**src/rtl/uart_pkg.sv**
```systemverilog
// Shared UART definitions: configuration codes, bit-period divisor and TX FSM encoding.
// Imported by both the transmit and receive paths, so identical codes interoperate.
package uart_pkg;

  localparam logic [1:0] BAUD_2400  = 2'b00;
  localparam logic [1:0] BAUD_4800  = 2'b01;
  localparam logic [1:0] BAUD_9600  = 2'b10;
  localparam logic [1:0] BAUD_19200 = 2'b11;

  localparam logic [1:0] PAR_NONE0 = 2'b00;
  localparam logic [1:0] PAR_ODD   = 2'b01;
  localparam logic [1:0] PAR_EVEN  = 2'b10;
  localparam logic [1:0] PAR_NONE1 = 2'b11;

  localparam int unsigned DATA_BITS  = 8;
  localparam int unsigned FRAME_BITS = DATA_BITS + 3;

  typedef enum logic [2:0] {
    ST_IDLE   = 3'd0,
    ST_START  = 3'd1,
    ST_DATA   = 3'd2,
    ST_PARITY = 3'd3,
    ST_STOP   = 3'd4
  } tx_state_e;

  // Clocks per bit, rounded to nearest so the line rate error stays below half a clock.
  function automatic int unsigned div_of(input int unsigned clk_freq,
                                         input logic [1:0]  baud_code);
    int unsigned baud;
    case (baud_code)
      BAUD_2400: baud = 2400;
      BAUD_4800: baud = 4800;
      BAUD_9600: baud = 9600;
      default:   baud = 19200;
    endcase
    return (clk_freq + baud / 2) / baud;
  endfunction

  function automatic logic parity_of(input logic [DATA_BITS-1:0] data,
                                     input logic [1:0]           parity_code);
    case (parity_code)
      PAR_ODD:  return ~^data;
      PAR_EVEN: return ^data;
      default:  return 1'b1;
    endcase
  endfunction

endpackage

```
**src/rtl/uart_tx_baud_tick.sv**
```systemverilog
// Bit-period timer: loadable down-counter producing a one-clock tick every DIV clocks.
// Held cleared while the transmitter idles; a load restarts the period immediately.
module uart_tx_baud_tick #(
  parameter int unsigned DIV_W = 16
) (
  input  logic             clock,
  input  logic             reset_n,
  input  logic             i_load,
  input  logic             i_clear,
  input  logic [DIV_W-1:0] i_div,
  output logic             o_tick
);

  logic [DIV_W-1:0] r_div;
  logic [DIV_W-1:0] r_cnt;

  // NOTE: sequential state uses non-blocking assignments so every flop samples pre-edge values.
  always_ff @(posedge clock or negedge reset_n) begin
    if (!reset_n) begin
      r_div <= '0;
      r_cnt <= '0;
    end else if (i_load) begin
      r_div <= i_div;
      r_cnt <= i_div - DIV_W'(1);
    end else if (i_clear) begin
      r_cnt <= '0;
    end else if (r_cnt == '0) begin
      r_cnt <= r_div - DIV_W'(1);
    end else begin
      r_cnt <= r_cnt - DIV_W'(1);
    end
  end

  assign o_tick = (r_cnt == '0) && !i_clear;

endmodule

```
**src/rtl/uart_tx.sv**
```systemverilog
// UART transmitter: 11-bit frame (start, 8 data LSB-first, parity slot, stop).
// Byte, parity and divisor are latched on accept; the serial line is a registered output.
module uart_tx
  import uart_pkg::*;
#(
  parameter int unsigned CLK_FREQ = 50_000_000,
  parameter int unsigned DIV_W    = 16
) (
  input  logic       clock,
  input  logic       reset_n,
  input  logic       send,
  input  logic [7:0] data_in,
  input  logic [1:0] parity_type,
  input  logic [1:0] baud_rate,
  output logic       data_tx,
  output logic       ready,
  output logic       active_flag,
  output logic       done_flag
);

  tx_state_e        r_state,   w_state_next;
  logic [7:0]       r_shreg,   w_shreg_next;
  logic [2:0]       r_bit_idx, w_bit_idx_next;
  logic             r_parity,  w_parity_next;
  logic             r_data_tx, w_data_tx_next;
  logic             r_ready;
  logic             r_active;
  logic             r_done,    w_done_next;
  logic             w_accept;
  logic             w_tick;
  logic             w_clear;
  logic [DIV_W-1:0] w_div;

  assign w_div   = DIV_W'(div_of(CLK_FREQ, baud_rate));
  assign w_clear = (r_state == ST_IDLE);

  uart_tx_baud_tick #(
    .DIV_W (DIV_W)
  ) u_baud_tick (
    .clock   (clock),
    .reset_n (reset_n),
    .i_load  (w_accept),
    .i_clear (w_clear),
    .i_div   (w_div),
    .o_tick  (w_tick)
  );

  // NOTE: every signal written here gets a default first, otherwise synthesis infers latches.
  always_comb begin
    w_state_next   = r_state;
    w_shreg_next   = r_shreg;
    w_bit_idx_next = r_bit_idx;
    w_parity_next  = r_parity;
    w_done_next    = 1'b0;
    w_accept       = 1'b0;

    case (r_state)
      ST_IDLE: begin
        if (send) begin
          w_accept       = 1'b1;
          w_shreg_next   = data_in;
          w_parity_next  = parity_of(data_in, parity_type);
          w_bit_idx_next = '0;
          w_state_next   = ST_START;
        end
      end
      ST_START: begin
        if (w_tick) w_state_next = ST_DATA;
      end
      ST_DATA: begin
        if (w_tick) begin
          if (r_bit_idx == 3'd7) begin
            w_state_next = ST_PARITY;
          end else begin
            w_bit_idx_next = r_bit_idx + 3'd1;
            w_shreg_next   = {1'b0, r_shreg[7:1]};
          end
        end
      end
      ST_PARITY: begin
        if (w_tick) w_state_next = ST_STOP;
      end
      ST_STOP: begin
        if (w_tick) begin
          w_state_next = ST_IDLE;
          w_done_next  = 1'b1;
        end
      end
      default: w_state_next = ST_IDLE;
    endcase

    // Line level follows the next state so it changes on the same edge as the FSM.
    case (w_state_next)
      ST_START:  w_data_tx_next = 1'b0;
      ST_DATA:   w_data_tx_next = w_shreg_next[0];
      ST_PARITY: w_data_tx_next = w_parity_next;
      default:   w_data_tx_next = 1'b1;
    endcase
  end

  always_ff @(posedge clock or negedge reset_n) begin
    if (!reset_n) begin
      r_state   <= ST_IDLE;
      r_shreg   <= '0;
      r_bit_idx <= '0;
      r_parity  <= 1'b1;
      r_data_tx <= 1'b1;
      r_ready   <= 1'b1;
      r_active  <= 1'b0;
      r_done    <= 1'b0;
    end else begin
      r_state   <= w_state_next;
      r_shreg   <= w_shreg_next;
      r_bit_idx <= w_bit_idx_next;
      r_parity  <= w_parity_next;
      r_data_tx <= w_data_tx_next;
      r_ready   <= (w_state_next == ST_IDLE);
      r_active  <= (w_state_next != ST_IDLE);
      r_done    <= w_done_next;
    end
  end

  assign data_tx     = r_data_tx;
  assign ready       = r_ready;
  assign active_flag = r_active;
  assign done_flag   = r_done;

endmodule
```
**config.mk**
```make
export PLATFORM = sky130hd
export DESIGN_NAME = uart_tx
export DESIGN_NICKNAME = d
export VERILOG_FILES = /design/src/rtl/uart_pkg.sv /design/src/rtl/uart_tx_baud_tick.sv /design/src/rtl/uart_tx.sv
export SDC_FILE = /design/constraint.sdc
export NUM_CORES = 1
export LEC_CHECK = 0
export CAP_MARGIN = 30
export CELL_PAD_IN_SITES_DETAIL_PLACEMENT = 2
export CELL_PAD_IN_SITES_GLOBAL_PLACEMENT = 2
export CORE_MARGIN = 5
export CORE_UTILIZATION = 38
export CTS_CLUSTER_SIZE = 16
export DETAILED_ROUTE_END_ITERATION = 16
export PLACE_DENSITY = 0.91
export SLEW_MARGIN = 20
export SYNTH_ARGS = -nofsm -noshare
export SYNTH_HDL_FRONTEND = slang
export SYNTH_SLANG_ARGS = --single-unit
```
**constraint.sdc**
```tcl
create_clock -name clock -period 2.7 [get_ports clock]
set_input_delay 0.27 -clock clock [delete_from_list [all_inputs] [get_ports clock]]
set_output_delay 0.27 -clock clock [all_outputs]
set_load 0.01 [all_outputs]
```
==> results of run 1 <==
synth_stat cells (all sizes together) (8+ instances only):
cell type,count
and2,13
o21ai,75
or3,8
o31ai,9
nand4,15
a21oi,70
clkbuf,36
a31oi,15
nor3,24
a41oi,8
nand3,32
mux2,8
o22ai,12
xor2,8
a211oi,8
ha,37
and3,8
xnor2,23
dfrtp,45
inv,30
mux2i,15
nand2,89
nor2,73
buf,15
nand2b,8
metrics by stage:
stage | hold WS, ps | instances
after floorplan | -25.59 | 822
after global placement | 467.7 | 1250
cell families after synthesis:
group                    share of synthesized area (%)
AND/OR/NAND/NOR                                  25.39
AO/OA/AOI/OAI                                    32.99
buffers and inverters                            5.833
flip-flops                                       19.57
adder cells (fa/ha/maj)                          7.520
XOR/XNOR                                         4.533
multiplexers                                     4.167
==> results_tabular.tex, run 1 <==
\begin{tabular}{lr}
\hline
Metric & Value \\
\hline
\multicolumn{2}{l}{\textbf{Placement}} \\
Port-buffer cells & 18 \\
Half-perimeter wire length after detailed placement & 30520 µm \\
Routability congestion estimate from global placement & roughly 1 \\
\multicolumn{2}{l}{\textbf{Logic synthesis}} \\
Flop and latch count out of synthesis & 48 \\
Count of different cell masters after synthesis & 106 \\
Gate count of the mapped netlist & between 800 and 900 \\
Synth area leaders & dfrtp\_1 18\%, ha\_1 7.5\%, o21ai\_0 5.6\% \\
Fraction of synthesis flops using an asynchronous set or reset pin & 100.0\% \\
Top\_reg\_cell synth & dfrtp\_1 \\
Synthesized area per cell & 7.489 µm² \\
Total of warnings raised by yosys & 0 \\
Biggest area consumer among synthesized cells & dfrtp\_1 \\
Count of flip-flops with a built-in enable after synthesis & 0 \\
Total nets after synthesis & 874 \\
Part of the Yosys area used for sequential elements & approximately a fifth \\
Post-synthesis instance area & 0.006156 mm² \\
Area share of the largest cell type after synthesis & 18.29\% \\
\multicolumn{2}{l}{\textbf{Floorplanning}} \\
Die width & 137.3 µm \\
Starting Density & roughly 39\% \\
Core Rows & 46 \\
Ports & 19 \\
Die height & 137.3 µm \\
\multicolumn{2}{l}{\textbf{Run status}} \\
Stage reached & detailed placement \\
Err & [ERROR DPL-0033] detailed placement checks failed during check placement. \\
Run status & stopped before the end \\
\hline
\end{tabular}
==> run 2, diff against run 1 <==
--- a/config.mk
+++ b/config.mk
@@ -6,13 +6,10 @@
 export NUM_CORES = 1
 export LEC_CHECK = 0
 export CAP_MARGIN = 30
-export CELL_PAD_IN_SITES_DETAIL_PLACEMENT = 2
-export CELL_PAD_IN_SITES_GLOBAL_PLACEMENT = 2
 export CORE_MARGIN = 5
-export CORE_UTILIZATION = 38
-export CTS_CLUSTER_SIZE = 16
+export CORE_UTILIZATION = 25
 export DETAILED_ROUTE_END_ITERATION = 16
-export PLACE_DENSITY = 0.91
+export PLACE_DENSITY_LB_ADDON = 0.15
 export SLEW_MARGIN = 20
 export SYNTH_ARGS = -nofsm -noshare
 export SYNTH_HDL_FRONTEND = slang
==> results_tabular.tex, run 2 <==
\begin{tabular}{lr}
\hline
Metric & Value \\
\hline
\multicolumn{2}{l}{\textbf{Run status}} \\
Run status & finished with violations \\
Failing checks & negative setup slack \\
\multicolumn{2}{l}{\textbf{Layout}} \\
Fill cells & $\sim$2500 \\
Registers with the highest flip-flop counts & u\_baud\_tick.r\_cnt x16, u\_baud\_tick.r\_div x13, r\_shreg x8 \\
Most frequent standard cell in the layout excluding fill and tap cells & buf\_4 \\
Register with the most flip-flops & u\_baud\_tick.r\_cnt \\
Largest register FFs & 16 \\
Layout overhead on the synthesized area & 56.16\% \\
Proportion of layout cells with a drive suffix above 1 & 39.07\% \\
Post-route core utilization & around two fifths \\
Highest-count cells in the layout ignoring fill and taps & 287 x buf\_4, 84 x nand2\_1, 65 x a21oi\_1, 65 x nor2\_1, 61 x o21ai\_0 \\
Count of nets after finishing & 1149 \\
Antenna fix cells & 0 \\
\multicolumn{2}{l}{\textbf{Min path}} \\
Startpoint of the tightest hold check path & u\_baud\_tick.r\_div[6] \\
Hold WC Path Type & flip-flop to flip-flop \\
\multicolumn{2}{l}{\textbf{Global routing}} \\
Met1 routing resource usage after global routing & 25.96\% \\
Pin count of the biggest net entering global routing & 35 \\
GR Util All Layers & 18.38\% \\
GRT met2 Usage & 31.19\% \\
Vias in the first global route & between 7000 and 8000 \\
First-pass GRT wire length & 42060 µm \\
Overflow left after global routing & 0 \\
Layer with the highest usage after global routing & met2 \\
Antenna violations before repair & 0 \\
Routing usage on met3 & 1.019\% \\
\multicolumn{2}{l}{\textbf{Clock network}} \\
Deepest clock path buffer count & 2 \\
H-tree depth reported by CTS & 2 \\
Clock net sink count & between 40 and 50 \\
CTS root buf & clkbuf\_16 \\
Number of buffers added by the clock tree synthesis step & 5 \\
Clock insertion delay at the later pin of the skew report & 290 ps \\
Clock transition time at the flip-flop clock pins of the worst setup and hold paths & 60 ps \\
CTS tree & built \\
\multicolumn{2}{l}{\textbf{Setup path}} \\
Terminus of the critical flop-to-flop path & u\_baud\_tick.r\_cnt[12] \\
Crit Path Class & input pin to flip-flop \\
Beginning of the critical path & baud\_rate[1] \\
Start of the worst register-to-register path & u\_baud\_tick.r\_cnt[13] \\
End point of the critical path & u\_baud\_tick.r\_cnt[1] \\
Worst stage delay on the critical path & 400 ps \\
Worst path arrival time & about 13000 ps \\
Launching element type of the critical path & input pin \\
Worst R2R Setup Slack & 220 ps \\
Cell repeated most along the worst path & ha\_4 \\
CP Capture Type & flip-flop \\
Crit-path slowest cell & a2111o\_1 \\
Maximum fanout along the worst path & 6 \\
Required time at the endpoint of the critical path & 2920 ps \\
Depth of the most critical reg-to-reg path & 11 \\
\multicolumn{2}{l}{\textbf{Logic synthesis}} \\
Count leader, synth & nand2\_1 \\
Count of different cell masters after synthesis & 106 \\
Biggest area consumer among synthesized cells & dfrtp\_1 \\
Area share of the largest cell type after synthesis & 18.29\% \\
Gate count of the mapped netlist & 822 \\
Synthesized area per cell & 7.489 µm² \\
Part of the Yosys area used for sequential elements & around a fifth \\
Total nets after synthesis & 874 \\
Post-synthesis instance area & 0.006156 mm² \\
Synth area leaders & dfrtp\_1 18\%, ha\_1 7.5\%, o21ai\_0 5.6\% \\
Flop and latch count out of synthesis & 48 \\
Count of flip-flops with a built-in enable after synthesis & 0 \\
Fraction of synthesis flops using an asynchronous set or reset pin & 100.0\% \\
Top cells by count, synth & 85 x nand2\_1, 70 x nor2\_1, 69 x o21ai\_0, 68 x a21oi\_1, 45 x dfrtp\_1 \\
Total of warnings raised by yosys & 0 \\
Top\_reg\_cell synth & dfrtp\_1 \\
\multicolumn{2}{l}{\textbf{STA}} \\
Fin. max-slew vios & 0 \\
Unrepaired setup endpoints after global routing & yes \\
Period utilisation layout & 469.6\% \\
Final critical path time including I/O delays and setup & around 13000 ps \\
Maximum operating frequency & 78.87 MHz \\
Measured slew at the worst slew-check pin & around 700 ps \\
Final setup violation count & 10 \\
Worst setup skew after layout & between 4 and 5 ps \\
Fin. Hold Viols & 0 \\
Final setup margin & -9978 ps \\
Worst-case headroom to the max-slew limit & 52.11\% \\
\multicolumn{2}{l}{\textbf{Power}} \\
Power density normalized to cell area & about 360 mW/mm² \\
Power, Total & 3502 µW \\
Worst VDD drop & slightly below 0.0004 V \\
Pleak & 0.004138 µW \\
\multicolumn{2}{l}{\textbf{Placement}} \\
Routability congestion estimate from global placement & 0.8873 \\
Half-perimeter wire length after detailed placement & 19550 µm \\
Port-buffer cells & 18 \\
\multicolumn{2}{l}{\textbf{Floorplanning}} \\
Die area & 0.02786 mm² \\
Area inside the core boundary & 0.02432 mm² \\
Starting Density & between 20\% and 30\% \\
Ports & 19 \\
Core Rows & between 50 and 60 \\
Die width & between 150 and 200 µm \\
Die height & between 150 and 200 µm \\
\multicolumn{2}{l}{\textbf{Flow run}} \\
Reported max-cap violation count & 0 \\
\multicolumn{2}{l}{\textbf{Drt}} \\
Vias per Instance & about 5.2 \\
Wirelength, routed & 26060 µm \\
Number of nets with antenna violations after detailed routing & 0 \\
Total DRC errors in the routed layout & 0 \\
Pre-Repair DR Iteration Count & 5 \\
Via count & 7425 \\
Routed WL per cell & 18.33 µm \\
Initial DRC Count & 526 \\
\hline
\end{tabular}
==> run 2: cell counts after synthesis <==
Identical to the previous run, type by type.
==> run 2: where the power goes <==
part / internal, µW / switching [µW] / total [µW]
clock network: 365 / 264 / 630
registers: 719 / 0 / 719
logic: 1060 / 1090 / 2150
==> run 2: timing repair <==
item / in CTS / in global routing
hold buffers: 1 / 0
gates resized for setup: 47 / 27
endpoints found under the setup margin: 10 / 10
hold endpoints to repair: 24 / 0
pin swaps: 45 / 45
setup buffers: 28 / 16
==> run 2: cells by family (layout without fill, tap and decap cells) <==
logic type                 count (synthesis)  count (layout)  synth area share (%)
adders and majority gates                 37              37                 7.520
and+or+nand+nor                          309             309                 25.39
DFF                                       48              48                 19.57
buffers and inverters                     84             360                 5.833
xor gates and xnor gates                  31              31                 4.533
muxes                                     23              23                 4.167
AOI/OAI and AO/OA                        290             290                 32.99
==> run 2: final cells by class <==
| cell class | instances | area [µm²] | share of cell area, % |
|---|---|---|---|
| Multi-Input combinational cell | 690 | 5180 | 53.89 |
| Timing Repair Buffer | 319 | 2522 | 26.24 |
| Sequential cell | 48 | 1205 | 12.53 |
| Tap cell | 324 | 405.4 | 4.217 |
| Inverter | 33 | 151.4 | 1.575 |
| Clock buffer | 6 | 138.9 | 1.445 |
| Clock inverter | 2 | 10.01 | 0.1041 |
==> run 2: through the flow <==
step	TNS, ps	cells	hold slack (ps)	worst slack, ps	cell area, µm²
floorplan	-93510	822	-25.59	-10520	6558
detailed placement	-96760	1371	297.2	-10850	8785
global placement	-94680	1371	291.2	-10630	8785
finish	-87240	1422	484.0	-9978	9613
global route	-93470	1422	518.0	-10660	9613
CTS	-87040	1407	490.2	-9834	9375
==> run 2: worst min path at each step <==
stage	end	slack [ps]	cells past startpoint
2_1_floorplan	active_flag	-30	0
3_3_place_gp	u_baud_tick.r_div[6]	290	1
3_5_place_dp	u_baud_tick.r_cnt[5]	300	1
4_1_cts	u_baud_tick.r_div[4]	490	2
5_1_grt	r_shreg[2]	520	2
6_report	u_baud_tick.r_div[6]	480	2
==> run 2: metal layers <==
metal / part of all wire, % / wire, µm / vias to the layer above
li1: - / - / 3654
met1: 48 / 12530 / 3591
met2: 47 / 12340 / 155
met3: 3.2 / 845 / 25
met4: 1.4 / 352 / 0
met5: 0 / 0 / -
==> run 2: worst max-delay path, delay by kind of cell <==
family,cells,cell delay [ps]
adders and majority gates,10,2280
buffers and inverters,14,1540
xor gates and xnor gates,1,160
AOI/OAI and AO/OA,23,4590
and+or+nand+nor,21,2810
muxes,5,1230
(Power assumes the default switching activity.)
==> run 3, diff against run 2 <==
--- a/config.mk
+++ b/config.mk
@@ -9,6 +9,7 @@
 export CORE_MARGIN = 5
 export CORE_UTILIZATION = 25
 export DETAILED_ROUTE_END_ITERATION = 16
+export DONT_BUFFER_PORTS = 1
 export PLACE_DENSITY_LB_ADDON = 0.15
 export SLEW_MARGIN = 20
 export SYNTH_ARGS = -nofsm -noshare
==> results_tabular.tex, run 3 (synthesized netlist as in run 2, its figures left out) <==
\begin{tabular}{lr}
\hline
Metric & Value \\
\hline
\multicolumn{2}{l}{\textbf{Global routing}} \\
Pin count of the biggest net entering global routing & 49 \\
Overflow left after global routing & 0 \\
Vias in the first global route & 7500 \\
First-pass GRT wire length & 41900 µm \\
Antenna violations before repair & 0 \\
GR Util All Layers & roughly 18\% \\
\multicolumn{2}{l}{\textbf{Setup path}} \\
Maximum fanout along the worst path & 7 \\
Launching element type of the critical path & input pin \\
Depth of the most critical reg-to-reg path & 11 \\
Crit-path slowest cell & a2111o\_1 \\
Worst path arrival time & 12550 ps \\
Required time at the endpoint of the critical path & 2920 ps \\
Critical path depth in cells & 66 \\
Cell class contributing the biggest share of worst-path delay & compound AO/OA/AOI/OAI gates \\
Worst stage delay on the critical path & 410 ps \\
Number of buffers and inverters on the critical path & 8 \\
CP Capture Type & flip-flop \\
Crit Path Class & input pin to flip-flop \\
Cell repeated most along the worst path & ha\_4 \\
\multicolumn{2}{l}{\textbf{STA}} \\
Worst setup skew after layout & between 5 and 6 ps \\
Period utilisation layout & 456.9\% \\
Fin. max-slew vios & 0 \\
Fin. Hold Viols & 0 \\
Worst-case headroom to the max-slew limit & 44.83\% \\
Maximum operating frequency & 81.07 MHz \\
Measured slew at the worst slew-check pin & around 800 ps \\
Final setup violation count & 10 \\
Unrepaired setup endpoints after global routing & yes \\
Final setup margin & -9635 ps \\
Final critical path time including I/O delays and setup & 12340 ps \\
\multicolumn{2}{l}{\textbf{Drt}} \\
Routed WL per cell & 18.63 µm \\
Wirelength, routed & 26520 µm \\
Vias per Instance & $\sim$5.2 \\
Initial DRC Count & $\sim$640 \\
Pre-Repair DR Iteration Count & 5 \\
Total DRC errors in the routed layout & 0 \\
Number of nets with antenna violations after detailed routing & 0 \\
Via count & 7456 \\
\multicolumn{2}{l}{\textbf{Layout}} \\
Count of nets after finishing & roughly 1200 \\
Fill cells & 2513 \\
Proportion of layout cells with a drive suffix above 1 & between 40\% and 50\% \\
Most frequent standard cell in the layout excluding fill and tap cells & buf\_4 \\
Final std cells w/o fill & 1423 \\
Register with the most flip-flops & u\_baud\_tick.r\_cnt \\
Largest register FFs & 16 \\
Antenna fix cells & 0 \\
Highest-count cells in the layout ignoring fill and taps & 301 x buf\_4, 83 x nand2\_1, 64 x nor2\_1 \\
Layout overhead on the synthesized area & 57.05\% \\
Post-route core utilization & 39.75\% \\
Registers with the highest flip-flop counts & u\_baud\_tick.r\_cnt x16, u\_baud\_tick.r\_div x13, r\_shreg x8 \\
\multicolumn{2}{l}{\textbf{Power}} \\
Worst VDD drop & 0.0002927 V \\
Power, Total & approximately 3700 µW \\
Pleak & 0.004160 µW \\
Power density normalized to cell area & 381.0 mW/mm² \\
\multicolumn{2}{l}{\textbf{Clock network}} \\
Clock insertion delay at the later pin of the skew report & around 290 ps \\
Clock transition time at the flip-flop clock pins of the worst setup and hold paths & 70 ps \\
Number of buffers added by the clock tree synthesis step & 5 \\
Clock net sink count & 48 \\
Deepest clock path buffer count & 2 \\
H-tree depth reported by CTS & 2 \\
CTS root buf & clkbuf\_16 \\
CTS tree & built \\
\multicolumn{2}{l}{\textbf{Floorplanning}} \\
Die height & 166.9 µm \\
Core Rows & 57 \\
Die area & 0.02786 mm² \\
Area inside the core boundary & 0.02432 mm² \\
Ports & 19 \\
Starting Density & 25.31\% \\
Die width & 166.9 µm \\
\multicolumn{2}{l}{\textbf{Flow run}} \\
Reported max-cap violation count & 0 \\
\multicolumn{2}{l}{\textbf{Run status}} \\
Run status & finished with violations \\
Failing checks & negative setup slack \\
\multicolumn{2}{l}{\textbf{Placement}} \\
Half-perimeter wire length after detailed placement & slightly below 20000 µm \\
Worst setup slack before clock tree synthesis & -10230 ps \\
Port-buffer cells & 0 \\
Routability congestion estimate from global placement & 0.8576 \\
Cell count after placement & 1360 \\
\multicolumn{2}{l}{\textbf{Min path}} \\
Hold WC Path Type & input pin to flip-flop \\
Number of instances on the worst hold path & 1 \\
\hline
\end{tabular}
## run 3: cell type report
cell class                      count  area, µm²  share of cell area [%]
Timing Repair Buffer              319       2486                   25.71
Clock buffer                        6      138.9                   1.437
Multi-Input combinational cell    691       5240                   54.20
Inverter                           33      153.9                   1.592
Sequential cell                    48       1205                   12.46
Tap cell                          324      405.4                   4.193
Clock inverter                      2      38.79                  0.4012
## run 3: metal layers
layer / up-vias / GRT usage, % / routed length [µm] / share of wire (%)
met4: 0 / 3.344 / 271 / 1.0
met2: 175 / 31.14 / 12650 / 48
met3: 21 / 1.304 / 1055 / 4.0
met5: - / 0 / 0 / 0
met1: 3608 / 26.04 / 12540 / 47
li1: 3652 / - / - / -
## run 3: what timing repair did
action | in CTS | in global routing
hold buffers | 2 | 0
setup buffers | 39 | 14
pin swaps | 27 | 34
gates cloned | 1 | 0
gates resized for setup | 40 | 41
hold endpoints to repair | 48 | 0
endpoints found under the setup margin | 10 | 10
## run 3: worst paths after layout
check / from / endpoint / slack [ps]
max: baud_rate[0] / u_baud_tick.r_cnt[1] / -9640
min in group asynchronous: reset_n / u_baud_tick.r_cnt[4] / 490
min: data_in[7] / r_shreg[7] / 120
max reg2reg: u_baud_tick.r_cnt[13] / u_baud_tick.r_cnt[12] / 160
min reg2reg: u_baud_tick.r_div[4] / u_baud_tick.r_div[4] / 490
max in group asynchronous: reset_n / r_parity / 1930
## run 3: report_power, final
group          internal [µW]  leakage [µW]  total [µW]  switching (µW)
logic                   1100       0.00349        2230            1130
clock network            464     0.0000871         734             270
registers                719      0.000583         719               0
total                   2280       0.00416        3680            1400
## run 3: metrics by stage
stage	cell area [µm²]	hold WS [ps]	TNS [ps]
3_3_place_gp	8650	-24.40	-88290
5_1_grt	9668	119.0	-89850
4_1_cts	9397	106.7	-83320
6_report	9668	115.9	-84540
3_5_place_dp	8650	-23.93	-90850
2_1_floorplan	6558	-25.59	-93510
==> run 4, diff against run 3 <==
--- a/config.mk
+++ b/config.mk
@@ -14,4 +14,5 @@
 export SLEW_MARGIN = 20
 export SYNTH_ARGS = -nofsm -noshare
 export SYNTH_HDL_FRONTEND = slang
+export SYNTH_HIERARCHICAL = 1
 export SYNTH_SLANG_ARGS = --single-unit
==> constraint.sdc (replaced) <==
create_clock -name clock -period 11.7 [get_ports clock]
set_input_delay 1.17 -clock clock [delete_from_list [all_inputs] [get_ports clock]]
set_output_delay 1.17 -clock clock [all_outputs]
set_load 0.01 [all_outputs]
==> results_tabular.tex, run 4 <==
\begin{tabular}{lr}
\hline
Metric & Value \\
\hline
\multicolumn{2}{l}{\textbf{Run status}} \\
Run status & finished with violations \\
Failing checks & negative setup slack \\
\multicolumn{2}{l}{\textbf{Clock network}} \\
Clock insertion delay at the later pin of the skew report & 290 ps \\
CTS root buf & clkbuf\_16 \\
Number of buffers added by the clock tree synthesis step & 5 \\
Clock net sink count & 51 \\
Clock transition time at the flip-flop clock pins of the worst setup and hold paths & 70 ps \\
Deepest clock path buffer count & 2 \\
CTS tree & built \\
CTS hold repair buffers & 0 \\
H-tree depth reported by CTS & 2 \\
\multicolumn{2}{l}{\textbf{STA}} \\
Fin. Hold Viols & 0 \\
Maximum operating frequency & 68.11 MHz \\
Period utilisation layout & 125.5\% \\
Final setup violation count & 20 \\
Final critical path time including I/O delays and setup & 14680 ps \\
Unrepaired setup endpoints after global routing & yes \\
Sum Neg Setup Slack & -43980 ps \\
Fin. max-slew vios & 0 \\
Worst setup skew after layout & roughly 3.5 ps \\
Worst-case headroom to the max-slew limit & roughly two fifths \\
Measured slew at the worst slew-check pin & 879.1 ps \\
Final setup margin & -2981 ps \\
\multicolumn{2}{l}{\textbf{Logic synthesis}} \\
Count of different cell masters after synthesis & between 100 and 150 \\
Top cells by count, synth & 103 x nand2\_1, 80 x nor2\_1, 63 x a21oi\_1, 48 x dfrtp\_1, 48 x o21ai\_0 \\
Part of the Yosys area used for sequential elements & 19.00\% \\
Synth area leaders & dfrtp\_1 18\%, ha\_1 6.9\%, nand2\_1 5.7\% \\
Count of flip-flops with a built-in enable after synthesis & 0 \\
Flop and latch count out of synthesis & slightly above 50 \\
Gate count of the mapped netlist & 875 \\
Total of warnings raised by yosys & 6 \\
Top\_reg\_cell synth & dfrtp\_1 \\
Area share of the largest cell type after synthesis & approximately 18\% \\
Post-synthesis instance area & 0.006735 mm² \\
Count leader, synth & nand2\_1 \\
Biggest area consumer among synthesized cells & dfrtp\_1 \\
Synthesized area per cell & 7.697 µm² \\
Total nets after synthesis & 927 \\
Fraction of synthesis flops using an asynchronous set or reset pin & 100.0\% \\
\multicolumn{2}{l}{\textbf{Global routing}} \\
Antenna violations before repair & 0 \\
Pin count of the biggest net entering global routing & 52 \\
Overflow left after global routing & 0 \\
GR Util All Layers & 17.66\% \\
Vias in the first global route & a little under 8000 \\
First-pass GRT wire length & 43730 µm \\
\multicolumn{2}{l}{\textbf{Drt}} \\
Total DRC errors in the routed layout & 0 \\
Vias per Instance & 5.465 \\
Routed WL per cell & 19.48 µm \\
Number of nets with antenna violations after detailed routing & 0 \\
Via count & about 8000 \\
Initial DRC Count & between 400 and 500 \\
Wirelength, routed & 27790 µm \\
Pre-Repair DR Iteration Count & 5 \\
\multicolumn{2}{l}{\textbf{Placement}} \\
Half-perimeter wire length after detailed placement & 20630 µm \\
Port-buffer cells & 0 \\
Routability congestion estimate from global placement & 0.8593 \\
Worst setup slack before clock tree synthesis & -3631 ps \\
Instance area after placement & about 0.0088 mm² \\
\multicolumn{2}{l}{\textbf{Power}} \\
Power density normalized to cell area & 114.9 mW/mm² \\
Power, Total & about 1100 µW \\
Pleak & 0.004133 µW \\
Worst VDD drop & approximately 0.000066 V \\
\multicolumn{2}{l}{\textbf{Layout}} \\
Layout overhead on the synthesized area & 43.21\% \\
Most frequent standard cell in the layout excluding fill and tap cells & buf\_4 \\
Count of nets after finishing & 1137 \\
Fill cells & 2847 \\
Final non-filler cell area & 0.009646 mm² \\
Registers with the highest flip-flop counts & u\_baud\_tick/r\_cnt x16, u\_baud\_tick/r\_div x16, r\_shreg x8 \\
Antenna fix cells & 0 \\
Proportion of layout cells with a drive suffix above 1 & 39.04\% \\
Post-route core utilization & 36.09\% \\
Highest-count cells in the layout ignoring fill and taps & 234 x buf\_4, 99 x nand2\_1, 76 x nor2\_1 \\
\multicolumn{2}{l}{\textbf{Setup path}} \\
Crit Path Class & input pin to flip-flop \\
Crit-path slowest cell & or4b\_4 \\
Terminus of the critical flop-to-flop path & u\_baud\_tick/r\_cnt[10] \\
Maximum fanout along the worst path & 6 \\
Depth of the most critical reg-to-reg path & 10 \\
Worst R2R Setup Slack & 8120 ps \\
Required time at the endpoint of the critical path & between 10000 and 15000 ps \\
Launching element type of the critical path & input pin \\
Worst stage delay on the critical path & 450 ps \\
Cell repeated most along the worst path & ha\_4 \\
Beginning of the critical path & baud\_rate[1] \\
CP Capture Type & flip-flop \\
Worst path arrival time & 14880 ps \\
Start of the worst register-to-register path & u\_baud\_tick/r\_cnt[13] \\
\multicolumn{2}{l}{\textbf{Floorplanning}} \\
Die width & 174.1 µm \\
Area inside the core boundary & 0.02673 mm² \\
Ports & 19 \\
Die area & 0.03032 mm² \\
Die height & 174.1 µm \\
Core Rows & 60 \\
Starting Density & 25.20\% \\
\multicolumn{2}{l}{\textbf{Min path}} \\
Hold Path End & r\_shreg[4] \\
Startpoint of the tightest hold check path & r\_shreg[4] \\
Number of instances on the worst hold path & 2 \\
Hold WC Path Type & flip-flop to flip-flop \\
\multicolumn{2}{l}{\textbf{Flow run}} \\
Reported max-cap violation count & 0 \\
\hline
\end{tabular}
## run 4: cell types whose count changed after synthesis, sizes merged, moves of 6 or more
cell,previous run,this run
a211o,2,8
a21oi,70,64
a222oi,6,0
and3,8,15
clkbuf,36,24
mux2,8,27
nand2,89,104
nand3,32,26
nor2,73,82
nor3,24,35
nor4,7,18
o21ai,75,55
or4,3,9
## run 4: what timing repair did
action / CTS / global route
gates resized for setup: 37 / 29
pin swaps: 51 / 27
endpoints found under the setup margin: 20 / 21
setup buffers: 44 / 12
gates cloned: 1 / 0
## run 4: how the worst max path moves through the flow
stage	slack [ps]	depth (start not counted)	to
after floorplan	-4120	79	u_baud_tick/r_cnt[14]
after detailed placement	-3630	74	u_baud_tick/r_cnt[14]
after global placement	-3510	73	u_baud_tick/r_cnt[12]
after global routing	-3700	74	u_baud_tick/r_cnt[14]
after CTS	-3200	74	u_baud_tick/r_cnt[12]
final	-2980	74	u_baud_tick/r_cnt[14]
## run 4: cell type report
class                   instances  area [µm²]  share of cell area, %
flip-flops and latches         51        1280                  13.27
inverters                      33       143.9                  1.492
clock buffers                   5       125.1                  1.297
clock inverters                 3       18.77                 0.1946
well taps                     341       426.7                  4.423
repair buffers                243        1852                  19.20
multi-input cells             751        5799                  60.12
## run 4: metrics by stage
| step | cells | hold WS, ps |
|---|---|---|
| 4_1_cts | 1415 | 476.6 |
| 5_1_grt | 1427 | 494.2 |
| 3_3_place_gp | 1363 | 456.1 |
| 6_report | 1427 | 476.9 |
| 2_1_floorplan | 875 | 440.0 |
| 3_5_place_dp | 1363 | 458.8 |
## run 4: kinds of logic (layout without fill, tap and decap cells)
family	count (synthesis)	in the layout	share of synthesized area [%]
simple gates	359	359	27.53
compound gates	275	275	29.97
buf+inv	74	284	4.793
flops	51	51	19.00
mux	45	46	7.301
fa+ha+maj	37	37	6.873
xor+xnor	34	34	4.533
## run 4: layer usage
metal | routed length, µm | global-route usage, % | up-vias
met2 | 13580 | 30.77 | 256
met1 | 12110 | 23.16 | 3756
met5 | 0 | 0 | -
li1 | - | - | 3728
met3 | 1296 | 1.827 | 59
met4 | 805 | 5.081 | 0
## run 4: power by group
part | switching [µW] | internal (µW)
registers | 71.2 | 245
clock network | 69.9 | 79.5
logic | 340 | 303
## run 4: critical path: cells and delay by family
kind            cells  cell delay, ps
xor+xnor            1             170
fa+ha+maj          10            2190
compound gates     31            4900
simple gates       18            3640
mux                 9            2320
buf+inv             5             450
